===== src/rtl/sap_pkg.sv =====
// rtl/sap_pkg.sv - shared opcode, T-state and control-word definitions for the SAP sequencer
package sap_pkg;

    typedef enum logic [3:0] {
        OP_LDA = 4'b0000,
        OP_ADD = 4'b0001,
        OP_SUB = 4'b0010,
        OP_OUT = 4'b1110,
        OP_HLT = 4'b1111
    } opcode_e;

    localparam logic [5:0] T1 = 6'b000001;
    localparam logic [5:0] T2 = 6'b000010;
    localparam logic [5:0] T3 = 6'b000100;
    localparam logic [5:0] T4 = 6'b001000;
    localparam logic [5:0] T5 = 6'b010000;
    localparam logic [5:0] T6 = 6'b100000;

    typedef enum logic [5:0] {
        TS_T1 = T1,
        TS_T2 = T2,
        TS_T3 = T3,
        TS_T4 = T4,
        TS_T5 = T5,
        TS_T6 = T6
    } tstate_e;

    typedef struct packed {
        logic cp;
        logic ep;
        logic lm;
        logic ce;
        logic li;
        logic ei;
        logic la;
        logic ea;
        logic su;
        logic eu;
        logic lb;
        logic lo;
    } ctrl_t;

    // Fetch is opcode-independent; execute steps use whichever opcode the caller selects.
    function automatic ctrl_t decode_ctrl(input logic [5:0] ts, input logic [3:0] op);
        ctrl_t c;
        c = '0;
        case (ts)
            T1: begin c.ep = 1'b1; c.lm = 1'b1; end
            T2: c.cp = 1'b1;
            T3: begin c.ce = 1'b1; c.li = 1'b1; end
            T4: begin
                case (op)
                    OP_LDA, OP_ADD, OP_SUB: begin c.ei = 1'b1; c.lm = 1'b1; end
                    OP_OUT:                 begin c.ea = 1'b1; c.lo = 1'b1; end
                    default: ;
                endcase
            end
            T5: begin
                case (op)
                    OP_LDA:         begin c.ce = 1'b1; c.la = 1'b1; end
                    OP_ADD, OP_SUB: begin c.ce = 1'b1; c.lb = 1'b1; end
                    default: ;
                endcase
            end
            T6: begin
                case (op)
                    OP_ADD: begin c.eu = 1'b1; c.la = 1'b1; end
                    OP_SUB: begin c.eu = 1'b1; c.la = 1'b1; c.su = 1'b1; end
                    default: ;
                endcase
            end
            default: ;
        endcase
        return c;
    endfunction

endpackage


===== src/rtl/controller_sequencer_if.sv =====
// rtl/controller_sequencer_if.sv - opcode in, T-state/halt/control word out between sequencer and datapath
interface controller_sequencer_if;
    logic [3:0] opcode;
    logic [5:0] t_state;
    logic       halted;
    logic       cp, ep, lm, ce, li, ei, la, ea, su, eu, lb, lo;

    modport master (
        input  opcode,
        output t_state, halted,
        output cp, ep, lm, ce, li, ei, la, ea, su, eu, lb, lo
    );

    modport slave (
        output opcode,
        input  t_state, halted,
        input  cp, ep, lm, ce, li, ei, la, ea, su, eu, lb, lo
    );
endinterface


===== src/rtl/controller_sequencer_ring_counter.sv =====
// rtl/controller_sequencer_ring_counter.sv - six-state one-hot ring with hold
module ring_counter
    import sap_pkg::*;
(
    input  logic       clk_i,
    input  logic       rst_i,
    input  logic       hold_i,
    output logic [5:0] state_o
);
    tstate_e state_q, state_d;

    always_ff @(posedge clk_i) begin
        if (rst_i) state_q <= TS_T1;
        else       state_q <= state_d;
    end

    always_comb begin
        state_d = state_q;
        if (!hold_i) begin
            case (state_q)
                TS_T1:   state_d = TS_T2;
                TS_T2:   state_d = TS_T3;
                TS_T3:   state_d = TS_T4;
                TS_T4:   state_d = TS_T5;
                TS_T5:   state_d = TS_T6;
                TS_T6:   state_d = TS_T1;
                default: state_d = TS_T1;
            endcase
        end
    end

    assign state_o = state_q;
endmodule


===== src/rtl/controller_sequencer.sv =====
// rtl/controller_sequencer.sv - SAP control sequencer: ring timing, opcode decode and halt
module controller_sequencer
    import sap_pkg::*;
(
    input logic                    clock,
    input logic                    reset,
    controller_sequencer_if.master ctl
);
    logic [5:0] ts;
    logic       in_t4;
    logic       hold;
    logic       halted_q, halted_d;
    logic [3:0] op_q, op_d;
    logic [3:0] op_sel;
    ctrl_t      ctrl;

    assign in_t4 = (ts == T4);
    // HLT freezes the ring at T4 on the very edge that ends its T4 cycle.
    assign hold  = halted_q | (in_t4 & (ctl.opcode == OP_HLT));

    ring_counter u_ring (
        .clk_i   (clock),
        .rst_i   (reset),
        .hold_i  (hold),
        .state_o (ts)
    );

    always_comb begin
        halted_d = halted_q;
        op_d     = op_q;
        if (in_t4 && !halted_q) begin
            op_d = ctl.opcode;
            if (ctl.opcode == OP_HLT) halted_d = 1'b1;
        end
    end

    always_ff @(posedge clock) begin
        if (reset) begin
            halted_q <= 1'b0;
            op_q     <= '0;
        end else begin
            halted_q <= halted_d;
            op_q     <= op_d;
        end
    end

    // T4 sees the live opcode; T5/T6 only the latched copy, so late opcode changes are ignored.
    assign op_sel = in_t4 ? ctl.opcode : op_q;

    always_comb begin
        ctrl = decode_ctrl(ts, op_sel);
        if (reset || halted_q) ctrl = '0;
    end

    assign ctl.t_state = ts;
    assign ctl.halted  = halted_q;
    assign ctl.cp      = ctrl.cp;
    assign ctl.ep      = ctrl.ep;
    assign ctl.lm      = ctrl.lm;
    assign ctl.ce      = ctrl.ce;
    assign ctl.li      = ctrl.li;
    assign ctl.ei      = ctrl.ei;
    assign ctl.la      = ctrl.la;
    assign ctl.ea      = ctrl.ea;
    assign ctl.su      = ctrl.su;
    assign ctl.eu      = ctrl.eu;
    assign ctl.lb      = ctrl.lb;
    assign ctl.lo      = ctrl.lo;
endmodule


===== src/flat_wrapper.sv =====
// flat-port wrapper written by rule: the top's interface ports become plain ports
module controller_sequencer_flat import sap_pkg::*;
  (clock, reset, ctl_opcode, ctl_t_state, ctl_halted, ctl_cp, ctl_ep, ctl_lm, ctl_ce, ctl_li, ctl_ei, ctl_la, ctl_ea, ctl_su, ctl_eu, ctl_lb, ctl_lo);
  controller_sequencer_if ctl_i ();
  input logic clock;
  input logic reset;
  input wire logic [$bits(ctl_i.opcode)-1:0] ctl_opcode;
  output wire logic [$bits(ctl_i.t_state)-1:0] ctl_t_state;
  output wire logic [$bits(ctl_i.halted)-1:0] ctl_halted;
  output wire logic [$bits(ctl_i.cp)-1:0] ctl_cp;
  output wire logic [$bits(ctl_i.ep)-1:0] ctl_ep;
  output wire logic [$bits(ctl_i.lm)-1:0] ctl_lm;
  output wire logic [$bits(ctl_i.ce)-1:0] ctl_ce;
  output wire logic [$bits(ctl_i.li)-1:0] ctl_li;
  output wire logic [$bits(ctl_i.ei)-1:0] ctl_ei;
  output wire logic [$bits(ctl_i.la)-1:0] ctl_la;
  output wire logic [$bits(ctl_i.ea)-1:0] ctl_ea;
  output wire logic [$bits(ctl_i.su)-1:0] ctl_su;
  output wire logic [$bits(ctl_i.eu)-1:0] ctl_eu;
  output wire logic [$bits(ctl_i.lb)-1:0] ctl_lb;
  output wire logic [$bits(ctl_i.lo)-1:0] ctl_lo;
  assign ctl_i.opcode = ctl_opcode;
  assign ctl_t_state = ctl_i.t_state;
  assign ctl_halted = ctl_i.halted;
  assign ctl_cp = ctl_i.cp;
  assign ctl_ep = ctl_i.ep;
  assign ctl_lm = ctl_i.lm;
  assign ctl_ce = ctl_i.ce;
  assign ctl_li = ctl_i.li;
  assign ctl_ei = ctl_i.ei;
  assign ctl_la = ctl_i.la;
  assign ctl_ea = ctl_i.ea;
  assign ctl_su = ctl_i.su;
  assign ctl_eu = ctl_i.eu;
  assign ctl_lb = ctl_i.lb;
  assign ctl_lo = ctl_i.lo;
  controller_sequencer u_core (.clock(clock), .reset(reset), .ctl(ctl_i));
endmodule

===== config.mk =====
export PLATFORM = sky130hd
export DESIGN_NAME = controller_sequencer_flat
export DESIGN_NICKNAME = d
export VERILOG_FILES = /design/src/rtl/sap_pkg.sv /design/src/rtl/controller_sequencer_if.sv /design/src/rtl/controller_sequencer_ring_counter.sv /design/src/rtl/controller_sequencer.sv /design/src/flat_wrapper.sv
export SDC_FILE = /design/constraint.sdc
export NUM_CORES = 1
export LEC_CHECK = 0
export ABC_CLOCK_PERIOD_IN_PS = 2050
export CORE_MARGIN = 3
export CORE_UTILIZATION = 30
export CTS_BUF_LIST = sky130_fd_sc_hd__clkbuf_16
export CTS_CLUSTER_DIAMETER = 30
export CTS_CLUSTER_SIZE = 10
export DETAILED_ROUTE_END_ITERATION = 10
export GPL_ROUTABILITY_DRIVEN = 0
export PLACE_DENSITY = 0.58
export SLEW_MARGIN = 20
export SYNTH_ARGS = -nofsm -noshare
export SYNTH_HDL_FRONTEND = slang
export SYNTH_SLANG_ARGS = --single-unit

===== constraint.sdc =====
create_clock -name clock -period 2.05 [get_ports clock]
set_input_delay 0.41 -clock clock [delete_from_list [all_inputs] [get_ports clock]]
set_output_delay 0.41 -clock clock [all_outputs]
set_load 0.03 [all_outputs]

==> implementation parameters, run 1 <==
Parameter                              Value

Floorplanning
  Initial core utilization    0.326
  Placeable Area    2300 um2
  Total I/O pin count    25
  Die width    56.0 um
  Die Outline Area    between 3000 and 4000 um2
  Die height    56.0 um
  Total number of placement rows    17

Min path
  Worst hold-check path type    reg -> reg

Power and ir drop
  Power Density    619 nW/um2
  Pleak    roughly 0.56 nW
  Worst IR drop on VDD    around 0.00046 V
  Total chip power    0.000828 W

STA
  Worst-margin pin slew    between 0.3 and 0.4 ns
  Clock period minus worst slack    2.12 ns
  Final hold violation count    0
  Number of setup violations in the final report    3
  Slew Viols, Final    0
  Unrepaired setup endpoints after global routing    yes
  Worst max-slew margin expressed relative to the limit    0.793
  Fmax    0.472 GHz
  Share of the clock period used by the worst path after layout    1.03
  Final clock skew    0.00153 ns
  Final worst slack    -0.0670 ns

Synth
  Sequential element share of the synthesized area    0.294
  Asr flop ratio synth    0
  Count of cell types in the netlist    38
  Main synth FF type    sky130_fd_sc_hd__dfxtp_1
  Cells after synthesis    92
  Synthesized netlist net count    98
  Number of storage elements in the synthesis netlist    11
  Average cell area after synthesis    8.15 um2
  Number of flops mapped to enable cells by yosys    0
  Number of warnings reported in the yosys synthesis log    0
  Netlist Area Pre-Place    749 um2

Clock network
  CTS HTree Levels    1
  Max Buffers Root-to-Sink    2
  Latest clock arrival within the worst-skew pair    0.24 ns
  CTS Hold Bufs    0
  CTS clock-pin slew for the worst setup and hold paths    0.04 ns
  Clk sinks    11
  TritonCTS clock tree    done
  Clock root buffer    sky130_fd_sc_hd__clkbuf_16
  Clock buffer count from CTS    3

Global route
  Number of antenna violations at the first check in global routing    0
  Grt total ovfl    0
  Via count of the first global-routing pass    a little over 800
  Total global routing track utilization    0.147
  First-pass GRT wire length    3690 um
  Maximum number of pins on one net before global-route repair    12

Critical path
  Slowest cell delay on critical path    between 0.5 and 0.6 ns
  Worst path required time    1.64 ns
  Max FO, Critical Path    5
  Type of element capturing the critical path    primary output
  CP cell instances    or4_4, nand4b_1, o21ai_2, buf_6
  Crit path DAT    1.71 ns
  Worst Setup Path Type    reg -> out
  Critical Path Start Type    flop
  Slowest library cell on the worst path    sky130_fd_sc_hd__or4_4
  Worst-case register-to-register setup slack    approximately 0.28 ns

Layout
  Number of nets at the end of the flow    144
  Total non-filler cell area in the finished layout    1340 um2
  Leading cell type in the layout, fill and taps excluded    sky130_fd_sc_hd__buf_4
  Final cell count without fillers    165
  Filler cell count    a little over 200
  Commonest cells after routing, fill and taps aside    sky130_fd_sc_hd__buf_4, sky130_fd_sc_hd__nor2_1, sky130_fd_sc_hd__clkdlybuf4s50_1
  Fraction of final layout cells with drive strength greater than 1    0.453
  Syn-to-layout area delta    78.5%
  Diode insertion count for antenna repair    0

Placement
  Placed cell areas    ~1100 um2
  Dpl hpwl    1570 um
  Placed Cells    151
  Total of buffers placed on input and output ports    24
  Worst slack, placed    -0.241 ns

Run status
  Failing checks    setup timing
  Status    finished with violations

Drt
  Number of DRC markers in iteration 0    25
  Per-cell routed wire length    14.3 um
  Number of iterations in the first detailed-routing pass    4
  Average via count per standard cell    5.15
  Antenna viol nets, final    0
  Via Count    849
  Post-detailed-routing wire length    around 2400 um
  Total DRC errors in the routed layout    0

Flow run
  Max-cap check violation count    0
timing repair:
item	CTS	global route
setup endpoints to repair	11	11
pin swaps	7	5
setup buffers	6	4
resized for setup	17	11
routing by layer:
metal,GRT usage,up-vias,part of all wire
met4,0.0746,0,0.020
li1,-,425,-
met3,0.0209,5,0.037
met2,0.237,21,0.49
met1,0.190,398,0.45
met5,0,-,0
final timing paths:
kind / cells past startpoint / to / from
setup reg to reg: 6 / u_core.u_ring.state_o[1]$_SDFFE_PP0N_ / u_core.u_ring.state_o[1]$_SDFFE_PP0N_
hold / removal: 2 / u_core.op_q[2]$_SDFFE_PP0P_ / u_core.op_q[2]$_SDFFE_PP0P_
hold reg to reg: 2 / u_core.op_q[2]$_SDFFE_PP0P_ / u_core.op_q[2]$_SDFFE_PP0P_
setup / recovery: 4 / ctl_lm / u_core.u_ring.state_o[1]$_SDFFE_PP0N_
per-stage QoR:
stage / util / hold WS [ns] / setup TNS, ns
after global routing: 0.582 / 0.553 / -0.330
after CTS: 0.550 / 0.502 / -0.0746
final: 0.582 / 0.499 / -0.137
after detailed placement: 0.477 / 0.492 / -1.21
after floorplan: - / 0.461 / -0.174
after global placement: 0.477 / 0.476 / -1.38
sequential cells by signal, summed over array words and instances (netlist names):
| signal | cells |
|---|---|
| u_core.op_q | 4 |
| u_core.u_ring.state_o | 6 |
| u_core.ctl.halted | 1 |
area by class of cell:
type,count,area (um2),share of cell area
clock buffers,3,75.1,0.0561
flip-flops and latches,11,239,0.179
repair buffers,47,402,0.300
inverters,4,15.0,0.0112
multi-input cells,71,568,0.425
well taps,28,35.0,0.0262
clock inverters,1,3.75,0.00281
critical path: cells and delay by family (launching register included):
kind | cells | cell delay (ns)
AOI/OAI and AO/OA | 1 | 0.12
DFF | 1 | 0.36
and+or+nand+nor | 2 | 0.83
buffers and inverters | 1 | 0.15
Yosys cell counts, types with 2 or more instances:
master | n | share of area
sky130_fd_sc_hd__inv_1 | 4 | 0.020
sky130_fd_sc_hd__buf_4 | 2 | 0.020
sky130_fd_sc_hd__xor2_1 | 2 | 0.023
sky130_fd_sc_hd__clkbuf_1 | 2 | 0.010
sky130_fd_sc_hd__nor3_1 | 2 | 0.013
sky130_fd_sc_hd__or2b_1 | 2 | 0.020
sky130_fd_sc_hd__a21oi_1 | 2 | 0.013
sky130_fd_sc_hd__dfxtp_1 | 11 | 0.29
sky130_fd_sc_hd__nor3b_1 | 2 | 0.020
sky130_fd_sc_hd__nand3_1 | 4 | 0.027
sky130_fd_sc_hd__nand2_1 | 3 | 0.015
sky130_fd_sc_hd__and3b_1 | 2 | 0.023
sky130_fd_sc_hd__buf_2 | 2 | 0.013
sky130_fd_sc_hd__nand2b_1 | 2 | 0.017
sky130_fd_sc_hd__o21ai_0 | 5 | 0.033
sky130_fd_sc_hd__o211a_1 | 2 | 0.027
sky130_fd_sc_hd__nor2_1 | 16 | 0.080
sky130_fd_sc_hd__mux2i_1 | 5 | 0.067
sky130_fd_sc_hd__nand4b_1 | 2 | 0.023
sky130_fd_sc_hd__o21bai_1 | 2 | 0.020
cells by family (layout without fill, tap and decap cells):
kind of cell / after synthesis / count (layout) / share of synthesized area
xor gates and xnor gates: 3 / 3 / 0.0351
AOI/OAI and AO/OA: 18 / 18 / 0.172
buffers and inverters: 10 / 55 / 0.0634
and+or+nand+nor: 45 / 45 / 0.369
muxes: 5 / 5 / 0.0668
DFF: 11 / 11 / 0.294
report_power, final:
part           switching (W)  internal, W
clock               0.000102     0.000257
combinational       0.000115     0.000118
sequential         0.0000155     0.000220
total               0.000233     0.000595
(Power assumes the default switching activity.)
==> run 2: changes to the inputs <==
ABC_CLOCK_PERIOD_IN_PS = 2000   (was 2050)
CORE_MARGIN = not set   (was 3)
clock period = 2 ns   (was 2.05 ns; I/O delays follow)
==> run 2 against run 1 <==
The flow still finishes with violations (setup timing); core utilization is 0.16 points higher; register-to-register slack better by 0.10 ns; die area is 14% lower; critical path depth is 1 higher; first-iteration DRC count is 72% lower; clock power is 3% higher; non-clock buffer count is 2 lower; design area is 0.65% lower; sequential share of layout area is 0.35 points lower; power is 0.99% higher; hold slack worse by 0.0065 ns; critical path type unchanged; combinational power is 5% lower.
==> implementation parameters, run 2 (same netlist as run 1, synthesis figures left out) <==
Parameter                              Value

STA
  Final hold violation count    0
  Worst-margin pin slew    0.307 ns
  Final clock skew    0.00538 ns
  Share of the clock period used by the worst path after layout    1.03
  Number of setup violations in the final report    5
  Clock period minus worst slack    a little over 2 ns
  Fmax    0.487 GHz
  Final worst slack    -0.0518 ns
  Smallest hold slack    around 0.5 ns
  Slew Viols, Final    0
  Unrepaired setup endpoints after global routing    yes
  Worst max-slew margin expressed relative to the limit    0.795

Critical path
  FF-to-FF path depth    6
  Worst path required time    1.60 ns
  Worst R2R Start    u_core.u_ring.state_o[2]$_SDFFE_PP0N_
  Worst-case register-to-register setup slack    0.38 ns
  Destination of the worst register-to-register timing path    u_core.op_q[2]$_SDFFE_PP0P_
  Type of element capturing the critical path    primary output
  Max FO, Critical Path    3
  CP cell instances    buf_12, or4_4, nand4b_1, o21ai_2, buf_6
  Worst Setup Path Type    reg -> out
  Slowest cell delay on critical path    0.41 ns
  Slowest library cell on the worst path    sky130_fd_sc_hd__or4_4
  Crit path DAT    1.65 ns
  Critical Path Start Type    flop

Layout
  Syn-to-layout area delta    77.3%
  Leading cell type in the layout, fill and taps excluded    sky130_fd_sc_hd__buf_4
  Diode insertion count for antenna repair    0
  Filler cell count    about 210
  Number of flip-flops under the largest register name    6
  Number of nets at the end of the flow    142
  Commonest cells after routing, fill and taps aside    sky130_fd_sc_hd__buf_4, sky130_fd_sc_hd__nor2_1, sky130_fd_sc_hd__clkdlybuf4s50_1
  Final cell count without fillers    approximately 160
  Fraction of final layout cells with drive strength greater than 1    0.437

Clock network
  TritonCTS clock tree    done
  Max Buffers Root-to-Sink    2
  Latest clock arrival within the worst-skew pair    0.24 ns
  CTS HTree Levels    1
  CTS Hold Bufs    0
  Clock buffer count from CTS    3
  CTS clock-pin slew for the worst setup and hold paths    0.04 ns
  Clk sinks    11
  Clock root buffer    sky130_fd_sc_hd__clkbuf_16

Floorplanning
  Total number of placement rows    17
  Die width    just over 50 um
  Total I/O pin count    25
  Die height    roughly 52 um
  Initial core utilization    0.329
  Placeable Area    about 2300 um2
  Die Outline Area    2700 um2

Min path
  Worst hold-check path type    reg -> reg
  Start point of the worst min-delay path    u_core.op_q[3]$_SDFFE_PP0P_
  Number of cells on the worst hold path    2
  Hold endpoint    u_core.op_q[3]$_SDFFE_PP0P_

Drt
  Via Count    825
  Average via count per standard cell    5.06
  Post-detailed-routing wire length    2340 um
  Number of iterations in the first detailed-routing pass    4
  Total DRC errors in the routed layout    0
  Antenna viol nets, final    0
  Per-cell routed wire length    14.3 um
  Number of DRC markers in iteration 0    7

Run status
  Failing checks    setup timing
  Status    finished with violations

Power and ir drop
  Worst IR drop on VDD    0.000456 V
  Pleak    0.538 nW
  Power Density    629 nW/um2

Flow run
  Max-cap check violation count    0

Global route
  Via count of the first global-routing pass    832
  Total global routing track utilization    0.192
  First-pass GRT wire length    approximately 3700 um
  Grt total ovfl    0
  Maximum number of pins on one net before global-route repair    12
  Number of antenna violations at the first check in global routing    0

Placement
  Total of buffers placed on input and output ports    24
  Dpl hpwl    1630 um
  Placed Cells    around 150
## run 2: changes by cell type in the layout (fill, tap and decap cells not counted), sizes merged
| cell | delta |
|---|---|
| buf | -1 |
| clkdlybuf4s15 | -1 |
| clkdlybuf4s50 | -1 |
| dlygate4sd2 | +1 |
## run 2: power breakdown
group / switching [W] / internal, W
Clock: 0.000108 / 0.000263
Combinational: 0.000113 / 0.000108
Sequential: 0.0000158 / 0.000228
Total: 0.000237 / 0.000599
## run 2: what timing repair did
item	CTS	global route
buffers inserted	5	2
endpoints found under the setup margin	11	11
gates resized for setup	20	6
pin swaps	7	2
## run 2: how the worst max path moves through the flow
stage	startpoint	to	slack [ns]	depth (start not counted)
floorplan	u_core.ctl.halted$_SDFFE_PP0P_	ctl_su	-0.08	4
finish	u_core.u_ring.state_o[4]$_SDFFE_PP0N_	ctl_lm	-0.05	5
detailed placement	reset	ctl_su	-0.34	6
global route	u_core.u_ring.state_o[2]$_SDFFE_PP0N_	ctl_su	-0.12	5
CTS	u_core.u_ring.state_o[1]$_SDFFE_PP0N_	ctl_lm	-0.05	4
global placement	reset	ctl_su	-0.32	6
## run 2: layout make-up
cell class	count	area (um2)	share of cell area
Multi-Input combinational cell	71	582	0.438
Timing Repair Buffer	45	385	0.290
Sequential cell	11	233	0.175
Clock buffer	3	75.1	0.0565
Tap cell	28	35.0	0.0264
Inverter	4	15.0	0.0113
Clock inverter	1	3.75	0.00282
## run 2: worst max-delay path, delay by kind of cell, from the launching register on
kind	cells	cell delay (ns)
AND/OR/NAND/NOR	2	0.68
flip-flops	1	0.35
buffers and inverters	2	0.26
AO/OA/AOI/OAI	1	0.11
## run 2: stage by stage
step	util	instance area (um2)	setup TNS [ns]	total power, W	setup slack [ns]
after global placement	0.491	1120	-1.66	0.000426	-0.317
after CTS	0.561	1280	-0.131	0.000830	-0.0519
after global routing	0.584	1330	-0.603	0.000868	-0.119
final	0.584	1330	-0.166	0.000836	-0.0518
after detailed placement	0.491	1120	-1.94	0.000428	-0.345
after floorplan	-	788	-0.272	0.000349	-0.0762
## run 2: metal layers
metal / vias up / track usage / wire length (um)
met5: - / 0 / 0
met1: 380 / 0.204 / 979
li1: 417 / - / -
met3: 8 / 0.0263 / 63
met4: 0 / 0.140 / 63
met2: 20 / 0.340 / 1230
==> run 3: changes to the inputs <==
CORE_MARGIN = 8   (was not set)
TNS_END_PERCENT = 5   (was not set)
==> run 3 against run 2 <==
The flow still finishes with violations (setup timing); global-route usage decreased by 7.4 points; non-clock buffer count decreased by 5; via count decreased by 1.2%; core utilization decreased by 7.2 points; routed wire length decreased by 3.2%; die area increased by 61%.
==> implementation parameters, run 3 (same netlist as run 1, synthesis figures left out) <==
Parameter                              Value

Drt
  Antenna viol nets, final    0
  Number of DRC markers in iteration 0    24
  Number of iterations in the first detailed-routing pass    4
  Average via count per standard cell    5.09
  Total DRC errors in the routed layout    0
  Per-cell routed wire length    14.2 um
  Via Count    815
  Post-detailed-routing wire length    2260 um

Flow run
  Max-cap check violation count    0

Clock network
  CTS clock-pin slew for the worst setup and hold paths    ~0.04 ns
  Clk sinks    11
  Latest clock arrival within the worst-skew pair    0.24 ns
  CTS Hold Bufs    0
  Clock buffer count from CTS    3
  TritonCTS clock tree    done
  Clock root buffer    sky130_fd_sc_hd__clkbuf_16
  Max Buffers Root-to-Sink    2
  CTS HTree Levels    1

STA
  Worst max-slew margin expressed relative to the limit    0.767
  Clock period minus worst slack    2.05 ns
  Worst-margin pin slew    0.348 ns
  Final worst slack    -0.0523 ns
  Slew Viols, Final    0
  Final hold violation count    0
  Number of setup violations in the final report    2
  Unrepaired setup endpoints after global routing    yes
  Final clock skew    0.00226 ns
  Fmax    0.487 GHz
  Share of the clock period used by the worst path after layout    1.03

Power and ir drop
  Worst IR drop on VDD    0.000501 V
  Pleak    just over 0.5 nW
  Total chip power    0.000811 W
  Power Density    roughly 650 nW/um2

Floorplanning
  Die height    roughly 66 um
  Total I/O pin count    25
  Die Outline Area    4350 um2
  Initial core utilization    0.308
  Placeable Area    2430 um2
  Die width    around 66 um
  Total number of placement rows    18

Run status
  Status    finished with violations
  Failing checks    setup timing

Placement
  Dpl hpwl    1660 um
  Placed Cells    ~150
  Placed cell areas    1050 um2
  Total of buffers placed on input and output ports    24

Layout
  Number of nets at the end of the flow    137
  Leading cell type in the layout, fill and taps excluded    sky130_fd_sc_hd__buf_4
  Syn-to-layout area delta    66.1%
  Total non-filler cell area in the finished layout    1240 um2
  Final cell count without fillers    160
  Diode insertion count for antenna repair    0
  Number of flip-flops under the largest register name    6
  Commonest cells after routing, fill and taps aside    sky130_fd_sc_hd__buf_4, sky130_fd_sc_hd__nor2_1, sky130_fd_sc_hd__clkdlybuf4s50_1
  Fraction of final layout cells with drive strength greater than 1    0.385

Critical path
  Slowest cell delay on critical path    0.53 ns
  CP cell instances    or4_4, nand4b_1, o21ai_1, buf_4
  FF-to-FF path depth    5
  Slowest library cell on the worst path    sky130_fd_sc_hd__or4_4
  Worst-case register-to-register setup slack    roughly 0.48 ns
  Worst Setup Path Type    reg -> out
  Crit path DAT    1.65 ns
  Worst path required time    1.60 ns
  Type of element capturing the critical path    primary output
  Destination of the worst register-to-register timing path    u_core.op_q[0]$_SDFFE_PP0P_
  Critical Path Start Type    flop
  End point of the critical path    ctl_lm
  Max FO, Critical Path    4
  Worst R2R Start    u_core.u_ring.state_o[1]$_SDFFE_PP0N_
  Start point of the critical path    u_core.u_ring.state_o[2]$_SDFFE_PP0N_

Global route
  Via count of the first global-routing pass    858
  Number of antenna violations at the first check in global routing    0
  First-pass GRT wire length    3930 um
  Grt total ovfl    0
  Total global routing track utilization    0.118
  Maximum number of pins on one net before global-route repair    12

Min path
  Worst hold-check path type    reg -> reg
[run 3: stage by stage]
stage,setup slack [ns],hold WS (ns),utilization,setup TNS [ns]
after global placement,-0.330,0.478,0.432,-1.77
after CTS,-0.0693,0.505,0.506,-0.119
after global routing,-0.119,0.544,0.512,-0.619
after floorplan,-0.0775,0.461,-,-0.357
final,-0.0523,0.499,0.512,-0.0881
after detailed placement,-0.343,0.493,0.432,-1.79
[run 3: metal layers]
layer	wire length [um]	vias up	track usage
met5	0	-	0
met4	55	0	0.0720
met3	147	5	0.0475
met2	1100	19	0.195
met1	957	385	0.124
li1	-	406	-
[run 3: where the power goes]
group	total [W]	switching [W]	internal (W)
Combinational	0.000193	0.0000962	0.0000973
Clock	0.000369	0.000106	0.000263
Sequential	0.000248	0.0000200	0.000228
Total	0.000811	0.000222	0.000588
[run 3: layout make-up]
type | instances | area (um2)
Clock buffer | 3 | 75.1
Clock inverter | 1 | 3.75
Fill cell | 245 | 1190
Inverter | 4 | 15.0
Multi-Input combinational cell | 71 | 542
Sequential cell | 11 | 236
Tap cell | 30 | 37.5
Timing Repair Buffer | 40 | 335
[run 3: worst min-delay path by stage]
stage                           startpoint                     endpoint  slack, ns  depth (start not counted)
2_1_floorplan  u_core.op_q[3]$_SDFFE_PP0P_  u_core.op_q[3]$_SDFFE_PP0P_       0.46                          2
3_3_place_gp   u_core.op_q[3]$_SDFFE_PP0P_  u_core.op_q[3]$_SDFFE_PP0P_       0.48                          2
5_1_grt        u_core.op_q[3]$_SDFFE_PP0P_  u_core.op_q[3]$_SDFFE_PP0P_       0.54                          2
4_1_cts        u_core.op_q[3]$_SDFFE_PP0P_  u_core.op_q[3]$_SDFFE_PP0P_       0.50                          2
3_5_place_dp   u_core.op_q[3]$_SDFFE_PP0P_  u_core.op_q[3]$_SDFFE_PP0P_       0.49                          2
6_report       u_core.op_q[3]$_SDFFE_PP0P_  u_core.op_q[3]$_SDFFE_PP0P_       0.50                          2
[run 3: repair_timing]
item / 4_1_cts / 5_1_grt
setup buffers: 9 / 0
hold endpoints to repair: 0 / 0
pin swaps: 8 / 4
resized for setup: 17 / 4
gates cloned: 0 / 0
setup endpoints to repair: 11 / 12
[run 3: critical path, delay by kind of cell (launching register included)]
kind	cells	cell delay [ns]
compound gates	1	0.11
buf+inv	1	0.17
simple gates	2	0.77
flops	1	0.36
